--- src/rtl/control_sequencer.sv ---
// control_sequencer: microcode control sequencer for the 8-bit computer.
// Runs a T-state step counter (fetch T0/T1, execute T2..T4) and decodes
// {opcode, step, carry, zero} into individual bus/register strobes.
// Optional build macro: EARLY_STEP_RESET_EN -- when defined, the step counter
// returns to T0 right after each opcode's last active step instead of
// running idle steps up to N_STEPS-1.
module control_sequencer #(
    parameter int unsigned OP_W    = 4,
    parameter int unsigned N_STEPS = 5
) (
    input  logic            clk,
    input  logic            clr,
    input  logic            step_en,
    input  logic [OP_W-1:0] opcode,
    input  logic            carry,
    input  logic            zero,
    output logic            pc_clr,
    output logic            pc_oe,
    output logic            pc_inc,
    output logic            pc_jmp,
    output logic            mar_in,
    output logic            ram_oe,
    output logic            ram_in,
    output logic            ir_in,
    output logic            ir_oe,
    output logic            a_in,
    output logic            a_oe,
    output logic            b_in,
    output logic            alu_oe,
    output logic            alu_sub,
    output logic            flag_in,
    output logic            out_in,
    output logic            hlt,
    output logic [2:0]      step
);

    typedef enum logic {
        MODE_RUN,
        MODE_HALT
    } mode_t;

    typedef enum logic [OP_W-1:0] {
        OP_NOP = OP_W'(4'b0000),
        OP_LDA = OP_W'(4'b0001),
        OP_ADD = OP_W'(4'b0010),
        OP_SUB = OP_W'(4'b0011),
        OP_STA = OP_W'(4'b0100),
        OP_LDI = OP_W'(4'b0101),
        OP_JMP = OP_W'(4'b0110),
        OP_JC  = OP_W'(4'b0111),
        OP_JZ  = OP_W'(4'b1000),
        OP_OUT = OP_W'(4'b1110),
        OP_HLT = OP_W'(4'b1111)
    } op_t;

    localparam logic [2:0] T0     = 3'd0;
    localparam logic [2:0] T1     = 3'd1;
    localparam logic [2:0] T2     = 3'd2;
    localparam logic [2:0] T3     = 3'd3;
    localparam logic [2:0] T4     = 3'd4;
    localparam logic [2:0] LAST_T = 3'(N_STEPS - 1);

    logic [2:0] step_q;
    logic [2:0] step_d;
    mode_t      mode_q;
    mode_t      mode_d;
    logic [2:0] last_step;

    // Last active T-state of the current opcode; the counter wraps after it.
    always_comb begin
        last_step = LAST_T;
`ifdef EARLY_STEP_RESET_EN
        case (opcode)
            OP_LDA, OP_STA:                        last_step = T3;
            OP_ADD, OP_SUB:                        last_step = T4;
            OP_LDI, OP_JMP, OP_JC, OP_JZ, OP_OUT,
            OP_HLT:                                last_step = T2;
            default:                               last_step = T1;
        endcase
`endif
    end

    // State register: synchronous active-low reset back to T0, running.
    always_ff @(posedge clk) begin
        if (!clr) begin
            step_q <= '0;
            mode_q <= MODE_RUN;
        end else begin
            step_q <= step_d;
            mode_q <= mode_d;
        end
    end

    // Next step / halt: advance only when gated and running; HLT at T2 freezes.
    // The >= compare keeps the counter bounded if opcode changes mid-instruction.
    always_comb begin
        step_d = step_q;
        mode_d = mode_q;
        if (mode_q == MODE_RUN && step_en) begin
            if (step_q == T2 && opcode == OP_HLT) begin
                mode_d = MODE_HALT;
                step_d = '0;
            end else if (step_q >= last_step || step_q == LAST_T) begin
                step_d = '0;
            end else begin
                step_d = step_q + 3'd1;
            end
        end
    end

    // Control word decode from registered step, opcode and flags.
    always_comb begin
        pc_oe   = 1'b0;
        pc_inc  = 1'b0;
        pc_jmp  = 1'b0;
        mar_in  = 1'b0;
        ram_oe  = 1'b0;
        ram_in  = 1'b0;
        ir_in   = 1'b0;
        ir_oe   = 1'b0;
        a_in    = 1'b0;
        a_oe    = 1'b0;
        b_in    = 1'b0;
        alu_oe  = 1'b0;
        alu_sub = 1'b0;
        flag_in = 1'b0;
        out_in  = 1'b0;
        hlt     = 1'b0;
        if (mode_q == MODE_HALT) begin
            hlt = 1'b1;
        end else if (step_q == T0) begin
            pc_oe  = 1'b1;
            mar_in = 1'b1;
        end else if (step_q == T1) begin
            ram_oe = 1'b1;
            ir_in  = 1'b1;
            pc_inc = 1'b1;
        end else begin
            case (opcode)
                OP_LDA: begin
                    if (step_q == T2) begin
                        ir_oe  = 1'b1;
                        mar_in = 1'b1;
                    end else if (step_q == T3) begin
                        ram_oe = 1'b1;
                        a_in   = 1'b1;
                    end
                end
                OP_ADD, OP_SUB: begin
                    if (step_q == T2) begin
                        ir_oe  = 1'b1;
                        mar_in = 1'b1;
                    end else if (step_q == T3) begin
                        ram_oe = 1'b1;
                        b_in   = 1'b1;
                    end else if (step_q == T4) begin
                        alu_oe  = 1'b1;
                        a_in    = 1'b1;
                        flag_in = 1'b1;
                        alu_sub = (opcode == OP_SUB);
                    end
                end
                OP_STA: begin
                    if (step_q == T2) begin
                        ir_oe  = 1'b1;
                        mar_in = 1'b1;
                    end else if (step_q == T3) begin
                        a_oe   = 1'b1;
                        ram_in = 1'b1;
                    end
                end
                OP_LDI: begin
                    if (step_q == T2) begin
                        ir_oe = 1'b1;
                        a_in  = 1'b1;
                    end
                end
                OP_JMP: begin
                    if (step_q == T2) begin
                        ir_oe  = 1'b1;
                        pc_jmp = 1'b1;
                    end
                end
                OP_JC: begin
                    if (step_q == T2) begin
                        ir_oe  = 1'b1;
                        pc_jmp = carry;
                    end
                end
                OP_JZ: begin
                    if (step_q == T2) begin
                        ir_oe  = 1'b1;
                        pc_jmp = zero;
                    end
                end
                OP_OUT: begin
                    if (step_q == T2) begin
                        a_oe   = 1'b1;
                        out_in = 1'b1;
                    end
                end
                OP_HLT: begin
                    if (step_q == T2) begin
                        hlt = 1'b1;
                    end
                end
                default: begin
                end
            endcase
        end
    end

    assign pc_clr = ~clr;
    assign step   = step_q;

endmodule

--- config.mk ---
export PLATFORM = sky130hd
export DESIGN_NAME = control_sequencer
export DESIGN_NICKNAME = d
export VERILOG_FILES = /design/src/rtl/control_sequencer.sv
export SDC_FILE = /design/constraint.sdc
export NUM_CORES = 1
export LEC_CHECK = 0
export BUFFER_PORTS_ARGS = -buffer_cell sky130_fd_sc_hd__buf_2
export CELL_PAD_IN_SITES_DETAIL_PLACEMENT = 1
export CELL_PAD_IN_SITES_GLOBAL_PLACEMENT = 1
export CORE_MARGIN = 2
export CORE_UTILIZATION = 26
export DETAILED_ROUTE_END_ITERATION = 10
export PLACE_DENSITY = 0.77
export SLEW_MARGIN = 20
export SYNTH_ARGS = -nofsm -noshare
export SYNTH_HDL_FRONTEND = slang
export SYNTH_SLANG_ARGS = --single-unit
--- constraint.sdc ---
create_clock -name clk -period 1.51 [get_ports clk]
set_clock_uncertainty 0.05 [all_clocks]
set_input_delay 0 -clock clk [delete_from_list [all_inputs] [get_ports clk]]
set_output_delay 0 -clock clk [all_outputs]
set_load 0.05 [all_outputs]
* Word level (Yosys, flattened, before mapping)
Index checks and enable logic that the tools add are counted.
** Storage, ports and cells
- Register bits after elaboration :: 4
- Bits in latches :: 0
- Bits in writable memories :: 0
- ROM bits :: 0
- Output and inout port bits :: 20
- Logic and storage cells :: 95
- Memories :: 0
** Cells by class
- Add/sub/neg operators :: 1
- Multiply operators :: 0
- Divide/modulo/power cells :: 0
- $lt $le $gt $ge :: 1
- Eq/ne operators :: 14
- Shifts and indexed selects :: 0
- Muxes and demuxes :: 66
- Bitwise gates (word level) :: 2
- Reduce and logical (&&, ||, !) cells :: 9
** Operator list (number)
- $mux 1 :: 61
- $eq 4x3->1 const B :: 4
- $eq 4x4->1 const B :: 3
- $eq 4x2->1 const B :: 2
- $reduce_or 8->1 :: 1
- $eq 3x2->1 const B :: 2
- $mux 3 :: 2
- $pmux 1 s3 :: 2
- $eq 4x1->1 const B :: 1
- $reduce_or 4->1 :: 1
- $add 3x1->3 const B :: 1
- $eq 3x1->1 const B :: 1
- $eq 3x3->1 const B :: 1
- $ge 3x3->1 const B :: 1
- $logic_not 3->1 :: 1
- $reduce_or 3->1 :: 1
- $logic_and 1x1->1 :: 2
- $not 1->1 :: 2
- $pmux 1 s2 :: 1
- $reduce_and 2->1 :: 1
- $reduce_or 2->1 :: 1
- $logic_or 1x1->1 :: 1

* Longest topological paths before layout
Gate-level depths: netlist of run 1.
- Word-level depth :: 8
- Gate-level depth with buffers :: 7

* Worst setup path after synthesis of run 1
No wires, ideal clock.
- Path kind :: flip-flop to output port
- Start :: reg step_q[0] (netlist: step[0])
- End :: out ram_oe
- Data arrival time :: 3.414 ns
- Data required time :: 1.460 ns
- Setup slack :: -1.954 ns
- Cell stages (with the launch flop) :: 5
- Path buffers :: 0
- Cells stage by stage :: dfxtp_1 > inv_1 > ha_1 > nor4b_1 > a31o_1
** Between the ends
- Cells in the longest elaborated chain, start to end :: 7
- Elaborated cells between the ends (all ways) :: 10
** RTL lines
- start: declaration :: RTL line 63 : logic [2:0] step_q;
- start signal: assignment :: RTL line 89 : step_q <= step_d;
- $eq 3x2->1 :: RTL line 144, 153
- $mux 1 :: RTL line 144, 153
- $mux 1 :: RTL line 141 : if (step_q == T2) begin
- $mux 1
- $mux 1 :: RTL line 134 : end else if (step_q == T1) begin
- $mux 1 (*) :: RTL line 131 : end else if (step_q == T0) begin
- $mux 1 (*) :: RTL line 129 : if (mode_q == MODE_HALT) begin
- end: declaration :: RTL line 22 : output logic ram_oe,
Mark *: on every way between the ends. The rest lies on a longest branch, timed or not.

* Final worst setup path of run 1
- Start :: reg step_q[0] (netlist: step[0])
- End :: out a_oe
** Between the ends
- Cells in the longest elaborated chain, start to end :: 7
- Elaborated cells between the ends (all ways) :: 11
** RTL lines
- $eq 3x2->1 :: RTL line 167 : end else if (step_q == T3) begin
- $mux 1 :: RTL line 167
- $mux 1
- $pmux 1 s2 :: RTL line 139 : case (opcode)
- $mux 1 :: RTL line 134
- $mux 1 (*) :: RTL line 131
- $mux 1 (*) :: RTL line 129
- end: declaration :: RTL line 27 : output logic a_oe,
Marked as above.

==> results, run 1 <==
- The hold path startpoint is clr.
- The share of total power dissipated in sequential elements is 0.187.
- For the pin with the worst max-slew slack, the measured transition is about 0.38 ns.
- The most common cell in the synthesized netlist is sky130_fd_sc_hd__nor2_1.
- Of the cells placed in the final design, the portion with a size suffix greater than 1 is 0.760.
- In the global route stage, overall resource usage came out at 0.214.
- Cell internal power was estimated by the tool at between 0.3 and 0.4 mW.
- The number of buffers created by CTS is 3.
- The final hold violation count is 0.
- The root buffer cell chosen for the clock tree is sky130_fd_sc_hd__clkbuf_4.
- Summed over all layers, the global routing overflow is 0.
- The relative area change from synthesis to final layout is 137%.
- The final wirelength is between 2000 and 3000 um.
- The number of standard cells after synthesis is 77.
- For this run, the top clock speed supported by timing is between 500 and 600 MHz.
- The starting density of the core is 0.276.
- The number of nets still failing antenna checks after routing is 0.
- The type of the most critical hold path is in -> reg.
- During synthesis, Yosys emitted a total of 0 warnings.
- The data required time of the worst path is 1.46 ns.
- The run finished, with violations left.
- The final-report setup violation count is 18.
- The count of non-filler cells in the finished layout is about 160.
- The detailed placer's ending HPWL is 1630 um.
- The synthesized design spends more area on one cell type than any other, namely sky130_fd_sc_hd__dfxtp_1.
- Averaged over all synthesized cells, the footprint is 7.10 sq um.
- In this run, distinct cell masters in the synthesized netlist total 36.
- The overall power after layout is between 0.6 and 0.7 mW.
- The via count of the first global-routing pass came to between 800 and 900.
- The setup path with the least slack is of type reg -> out.
- The total clock sinks is 4.
- The clock passes through at most 2 buffers.
- The share of the cycle needed by the critical path after routing is 1.27.
- The instance count on the critical path is 7.
- After detailed routing, the average wire length per cell comes to between 15 and 20 um.
- In this run the cell area of the synthesized design comes to between 500 and 600 sq um.
- The floorplan step defined a die boundary enclosing around 2500 sq um.
- The maximum level of the CTS H-tree is 1.
- The antenna diode count is 0.
- The iteration-0 DRC count of the detailed router is 4.
- The net count of the finished layout is 144.
- The TritonCTS clock tree is done.
- The cell depth of the worst flop-to-flop path is 4.
- The clock transition at the registers of the reported paths is about 0.04 ns.
- The final route contains between 700 and 800 vias.
- Dividing total power by cell area gives a power density of 490 nW/um^2.
- The number of enable flip-flop cells after synthesis is 0.
- For this run, the share of the core covered by cells in the final layout is 0.653.
- STA classifies the critical path startpoint as a flop.
- The DRC violations left is 0.
- The flop and latch count out of synthesis is 4.
- The net count after synthesis is between 90 and 100.
- In this design, the largest share of critical-path delay is due to simple AND/OR/NAND/NOR gates.
- Max-cap violations in this run came to 0.
- The highest ir drop seen on vdd is between 0.0003 and 0.0004 V.
- The beginning of the worst register-to-register path is step[0].
- The core region is 1980 sq um.
- Following the worst setup path forward leads to its endpoint at a_oe.
- The final estimated routing congestion in global placement is slightly above 0.8.
- The slowest cell on the critical path is sky130_fd_sc_hd__dfxtp_4.
- The final-layout fill cell count is 214.
- The routed design could run at a clock period as short as roughly 1.9 ns.
- Setup repair after global routing could not meet its margin everywhere.
- The die is between 40 and 50 um wide.
- The clock network fraction of design power is 0.233.
- The vias per cell is slightly above 5.
- For this design the top-level I/O count stands at 29.
- For this design the total switching power over the nets is roughly 0.27 mW.
- The first detailed-routing pass ran for 3 iterations.
- The row count is 16.
- The worst setup path is captured at a primary output.
- The y dimension of the die is between 40 and 50 um.
- For this design the static power due to leakage is roughly 0.55 nW.
- The combinational cell fraction of total power is 0.580.
- The commonest cells after synthesis are 9 x sky130_fd_sc_hd__nor2_1, 7 x sky130_fd_sc_hd__nand2_1, 7 x sky130_fd_sc_hd__nor3_1.
- The cell count after placement is 145.
- Traced cell by cell, the critical path runs through inv_4 -> ha_4 -> nor2_2 -> nand4_1 -> mux2_4 -> nor3b_4 -> buf_6.
- The biggest cell delay along the critical path is approximately 0.38 ns.
- The endpoint identified for the worst register-to-register timing path is step[2].
- The worst pin sits at a relative slew slack of 0.745.
- Tracing the worst setup path back leads to its startpoint at step[0].
- The number of slew-limit violations in the final report is 0.
- The worst setup margin is -0.408 ns.
- Across all hold checks on the routed design, the worst slack comes to between 0.01 and 0.015 ns.
- The largest net degree at the start of global routing is 10.
- The part of the Yosys area used for sequential elements is 0.146.
- Along the worst path, the maximum fanout reaches 4.
- Buffers placed on the I/O ports in this run total 28.
- The data arrival time of the critical path is ~1.9 ns.
- The insertion delay to the later sink of the worst-skew pair is 0.24 ns.
- The final reports fail on negative setup slack.
- The most used flip-flop cell after synthesis is sky130_fd_sc_hd__dfxtp_1.
- The worst path buffer plus inverter count is 2.
- The initial antenna violation count is 0.
- The share of synthesized area in the top cell type comes to 0.146.
- The first global-routing pass estimated roughly 4000 um of wire.
- The share of flip-flops with an asynchronous set or reset is 0.
- The switching fraction of total power is 0.419.
- Sorting the synthesized cells by area gives the leading types as sky130_fd_sc_hd__dfxtp_1 15%, sky130_fd_sc_hd__ha_1 11%, sky130_fd_sc_hd__nor3_1 6.4%, sky130_fd_sc_hd__nor2_1 6.2%, sky130_fd_sc_hd__nand2_1 4.8%.
- The reg-to-reg setup timing slack is -0.08 ns.
## cells by family (layout without fill, tap and decap cells)
| logic type | count (synthesis) | after routing | share of synthesized area |
|---|---|---|---|
| compound gates | 12 | 12 | 0.133 |
| xor+xnor | 2 | 2 | 0.0320 |
| fa+ha+maj | 5 | 5 | 0.114 |
| buf+inv | 11 | 63 | 0.119 |
| flops | 4 | 4 | 0.146 |
| mux | 2 | 2 | 0.0412 |
| simple gates | 41 | 41 | 0.414 |
## tightest hold or removal path, delay by kind of cell
family / cells / cell delay (ns)
buf+inv: 2 / 0.16
compound gates: 1 / 0.11
## flip-flops by register name, summed over array words and instances, names as in the netlist
signal,count
step,3
mode_q,1
## worst min-delay path by stage
stage,to,slack (ns),cells after the start
3_5_place_dp,mode_q,0.21,3
2_1_floorplan,a_oe,0.01,1
3_3_place_gp,mode_q,0.20,3
5_1_grt,step[1],0.03,3
4_1_cts,mode_q,0.0007,3
6_report,step[1],0.01,3
## metrics by stage
step	setup slack (ns)	TNS, ns	cell area, sq um
final	-0.408	-3.18	1290
after global routing	-0.468	-4.29	1290
after CTS	-0.319	-2.83	1190
after detailed placement	-0.231	-0.751	951
after global placement	-0.175	-0.433	951
after floorplan	-0.329	-1.92	694
## cell usage in the layout, fill, tap and decap left out, drive strengths merged, types with 3 or more instances in the layout
cell type	netlist	layout
nor2	9	9
ha	5	5
nand2b	3	3
nand2	8	8
inv	5	5
clkbuf	1	4
nor3	8	8
a21oi	5	5
dfxtp	4	4
buf	5	53
## power by group through the flow
stage / Combinational, mW / Clock, mW / Sequential [mW]
2_1_floorplan: 0.161 / 0 / 0.134
3_3_place_gp: 0.249 / 0 / 0.117
3_5_place_dp: 0.257 / 0 / 0.118
4_1_cts: 0.305 / 0.155 / 0.117
5_1_grt: 0.386 / 0.161 / 0.119
6_report: 0.368 / 0.148 / 0.118
## cell type report
| cell class | instances | area, sq um | share of cell area |
|---|---|---|---|
| Tap cell | 27 | 33.8 | 0.0261 |
| Inverter | 5 | 23.8 | 0.0184 |
| Multi-Input combinational cell | 62 | 641 | 0.495 |
| Timing Repair Buffer | 54 | 479 | 0.370 |
| Sequential cell | 4 | 91.3 | 0.0705 |
| Clock buffer | 4 | 26.3 | 0.0203 |
## timing repair
action	4_1_cts	5_1_grt
hold buffers	1	0
endpoints found under the hold margin	1	0
setup endpoints to repair	18	18
pin swaps	5	11
gates resized for setup	48	20
setup buffers	3	6
## per-layer routing
layer,track usage,share of wire,up-vias
met5,0,0,-
met4,0.0880,0.012,0
met3,0.0121,0.028,4
met2,0.409,0.56,24
met1,0.241,0.40,383
li1,-,-,373
No activity file was read; power rests on OpenSTA's default activity.
==> inputs of run 2 (changes only) <==
- CORE_UTILIZATION: 26 -> 31
- PLACE_DENSITY: 0.77 -> 0.86
- clock period: 1.51 -> 2.3 ns (I/O delays scaled with it)
==> run 2 against run 1 <==
The run now ends clean. Sequential cell count stayed put. Utilization is 21 points lower. Total power is 53% lower.
==> results, run 2 (synthesized netlist as in run 1, its figures left out) <==
- The worst path buffer plus inverter count is 2.
- Detailed placement finished with a half-perimeter wire length of 1310 um.
- The via count of the first global-routing pass is approximately 590.
- In the finished design, the share of the clock period the worst path needs comes to 0.918.
- The root buffer cell chosen for the clock tree is sky130_fd_sc_hd__clkbuf_4.
- The number of buffers on the longest clock path is 2.
- IR analysis of the VDD net gives a maximum drop of ~0.00023 V.
- The number of slew-limit violations in the final report is 0.
- The final hold violation count was 0.
- For this run, the slowest stage of the critical path takes 0.40 ns.
- The final estimated routing congestion in global placement is 0.827.
- The share of final-layout standard cells stronger than drive strength 1 is 0.433.
- Summed over all layers, the global routing overflow is 0.
- The first-pass GRT wire length is between 2000 and 3000 um.
- Setup violations remaining at the end of the flow were counted as 0.
- The total via count in the routed design is 645.
- Prior to clock tree synthesis, the placed netlist has a worst setup slack of 0.263 ns.
- The run finished with clean final reports.
- Counting instances, the worst hold path has a depth of 3.
- For this design, the sink count on the clock tree is 4.
- For the final routed database, the setup TNS stands at 0 ns.
- The routed wirelength normalized by instance count is 13.5 um.
- The floorplan has 15 rows.
- The y dimension of the die is between 40 and 50 um.
- For this run, the share of the core covered by cells in the final layout is 0.447.
- The top cell types in the final layout, fill and taps aside, are 27 x sky130_fd_sc_hd__buf_2, 8 x sky130_fd_sc_hd__nor2_1, 7 x sky130_fd_sc_hd__nand2_1.
- The number of buffers created by CTS is 3.
- The net count of the finished layout is 120.
- The data arrival time of the critical path is about 2.1 ns.
- The insertion delay to the later sink of the worst-skew pair is approximately 0.24 ns.
- The maximum fanout encountered on the critical timing path is 7.
- In this run the tightest slew margin relative to its limit is 0.760.
- The iteration count of the initial detailed-routing pass is 1.
- Across the run, the number of max-cap violations was 0.
- Among all stages on the critical path, the largest delay is contributed by sky130_fd_sc_hd__dfxtp_1.
- Clock-pin slew was measured on the worst setup and hold paths at around 0.040 ns.
- The reg-to-reg setup timing slack is 0.57 ns.
- The cell area after layout is approximately 760 sq um.
- The beginning of the worst register-to-register path is step[0].
- The number of buffers added on ports is 28.
- The core region is ~1700 sq um.
- In this run the number of H-tree levels came out at 1.
- The largest net degree at the start of global routing is 10.
- The cell depth of the worst flop-to-flop path is 6.
- The register with the most flip-flops in the layout has 3 of them.
- After the first detailed-routing iteration, the DRC count stood at 0.
- The power density relative to cell area is approximately 400 nW/um^2.
- The total global routing track utilization is 0.169.
- The maximum clock frequency is 473 MHz.
- Walking the worst path, the cells encountered are inv_1 -> ha_2 -> nor3_2 -> o211ai_1 -> mux2_2 -> nor3b_4 -> clkbuf_4.
- The final period demand of the worst path is around 2.1 ns.
- Excluding fillers, the count of instances in the completed layout stands at about 120.
- The placed instances occupy a cell area of around 700 sq um.
- In the routed design, unresolved DRC markers number 0.
- After detailed routing, the total wire length is about 1600 um.
- Compared with the post-synthesis result, the final layout area differs by 38.2%.
- The leakage dissipation is roughly 0.35 nW.
- The data required time of the worst path is about 2.3 ns.
- Counting tap cells, the placed design contains a total of ~120 instances.
- The initial antenna violation count was 0.
- The type of the most critical hold path is in -> reg.
- The number of setup buffers added after CTS is 0.
- The worst hold path terminates at step[1].
- The die covers between 2000 and 2500 sq um.
- The number of nets still failing antenna checks after routing is 0.
- After detailed routing, the number of vias per cell comes to between 5 and 6.
- The element type at the critical path start is a flop.
- TritonCTS built the clock tree.
- The family of cells with the greatest summed delay on the critical path is flip-flops.
- The commonest non-fill, non-tap cell in the layout is sky130_fd_sc_hd__buf_2.
- Setup slack on the critical path of the routed design comes to roughly 0.19 ns.
- The hold path startpoint is clr.
- Setup repair after global routing left no endpoint under its margin.
- The antenna diode count is 0.
- Measured along the x axis, the die boundary spans about 46 um.
- The critical path class is reg -> out.
- The number of I/O pins is 29.
- For the pin with the worst max-slew slack, the measured transition is between 0.3 and 0.4 ns.
- The endpoint identified for the worst register-to-register timing path is step[1].
- The initial utilization of the core area, before any placement, comes to 0.324.
- STA classifies the critical path endpoint as a primary output.
## run 2: cell types whose count changed in the layout (fill, tap and decap cells not counted), moves of 4 or more
cell                     previous run  this run
sky130_fd_sc_hd__buf_2             12        27
sky130_fd_sc_hd__buf_4             22         1
sky130_fd_sc_hd__buf_6             11         0
sky130_fd_sc_hd__buf_8              8         0
sky130_fd_sc_hd__nor2_1             4         8
sky130_fd_sc_hd__nor3_4             4         0
## run 2: per-stage QoR
| stage | hold WS (ns) | total power, mW |
|---|---|---|
| 2_1_floorplan | 0.0155 | 0.176 |
| 3_3_place_gp | 0.196 | 0.203 |
| 3_5_place_dp | 0.217 | 0.206 |
| 4_1_cts | 0.00368 | 0.301 |
| 5_1_grt | 0.0248 | 0.324 |
| 6_report | 0.0160 | 0.299 |
## run 2: where the power goes
group / leakage, nW / internal [mW] / switching [mW] / total, mW
sequential: 0.0326 / 0.0728 / 0.00436 / 0.0772
clock: 0.0138 / 0.0583 / 0.0282 / 0.0865
combinational: 0.307 / 0.0423 / 0.0935 / 0.136
total: 0.354 / 0.173 / 0.126 / 0.299
## run 2: how the worst max path moves through the flow
stage	to	depth (start not counted)	slack, ns	from
2_1_floorplan	ram_oe	4	-0.02	step[0]
3_3_place_gp	a_oe	7	0.36	step[0]
3_5_place_dp	a_oe	7	0.26	step[0]
4_1_cts	a_oe	7	0.04	step[0]
5_1_grt	a_oe	7	0.05	step[0]
6_report	a_oe	7	0.19	step[0]
## run 2: layer usage
| layer | track usage | wire length [um] | up-vias |
|---|---|---|---|
| li1 | - | - | 321 |
| met1 | 0.212 | 715 | 304 |
| met2 | 0.281 | 848 | 20 |
| met3 | 0.0278 | 72 | 0 |
| met4 | 0.0686 | 0 | 0 |
| met5 | 0 | 0 | - |
## run 2: timing repair
action,in CTS,in global routing
cloned,0,0
hold buffers,1,0
setup endpoints to repair,1,1
resized for setup,1,4
endpoints found under the hold margin,1,0
## run 2: layout make-up
type,count,area (sq um)
fillers,227,933
multi-input cells,62,453
repair buffers,30,160
flip-flops and latches,4,80.1
clock buffers,3,22.5
well taps,17,21.3
inverters,5,18.8
## run 2: tightest hold or removal path, stage by stage
cell and delay [ns]:
sky130_fd_sc_hd__buf_2 0.08, sky130_fd_sc_hd__inv_1 0.07, sky130_fd_sc_hd__a21oi_1 0.11
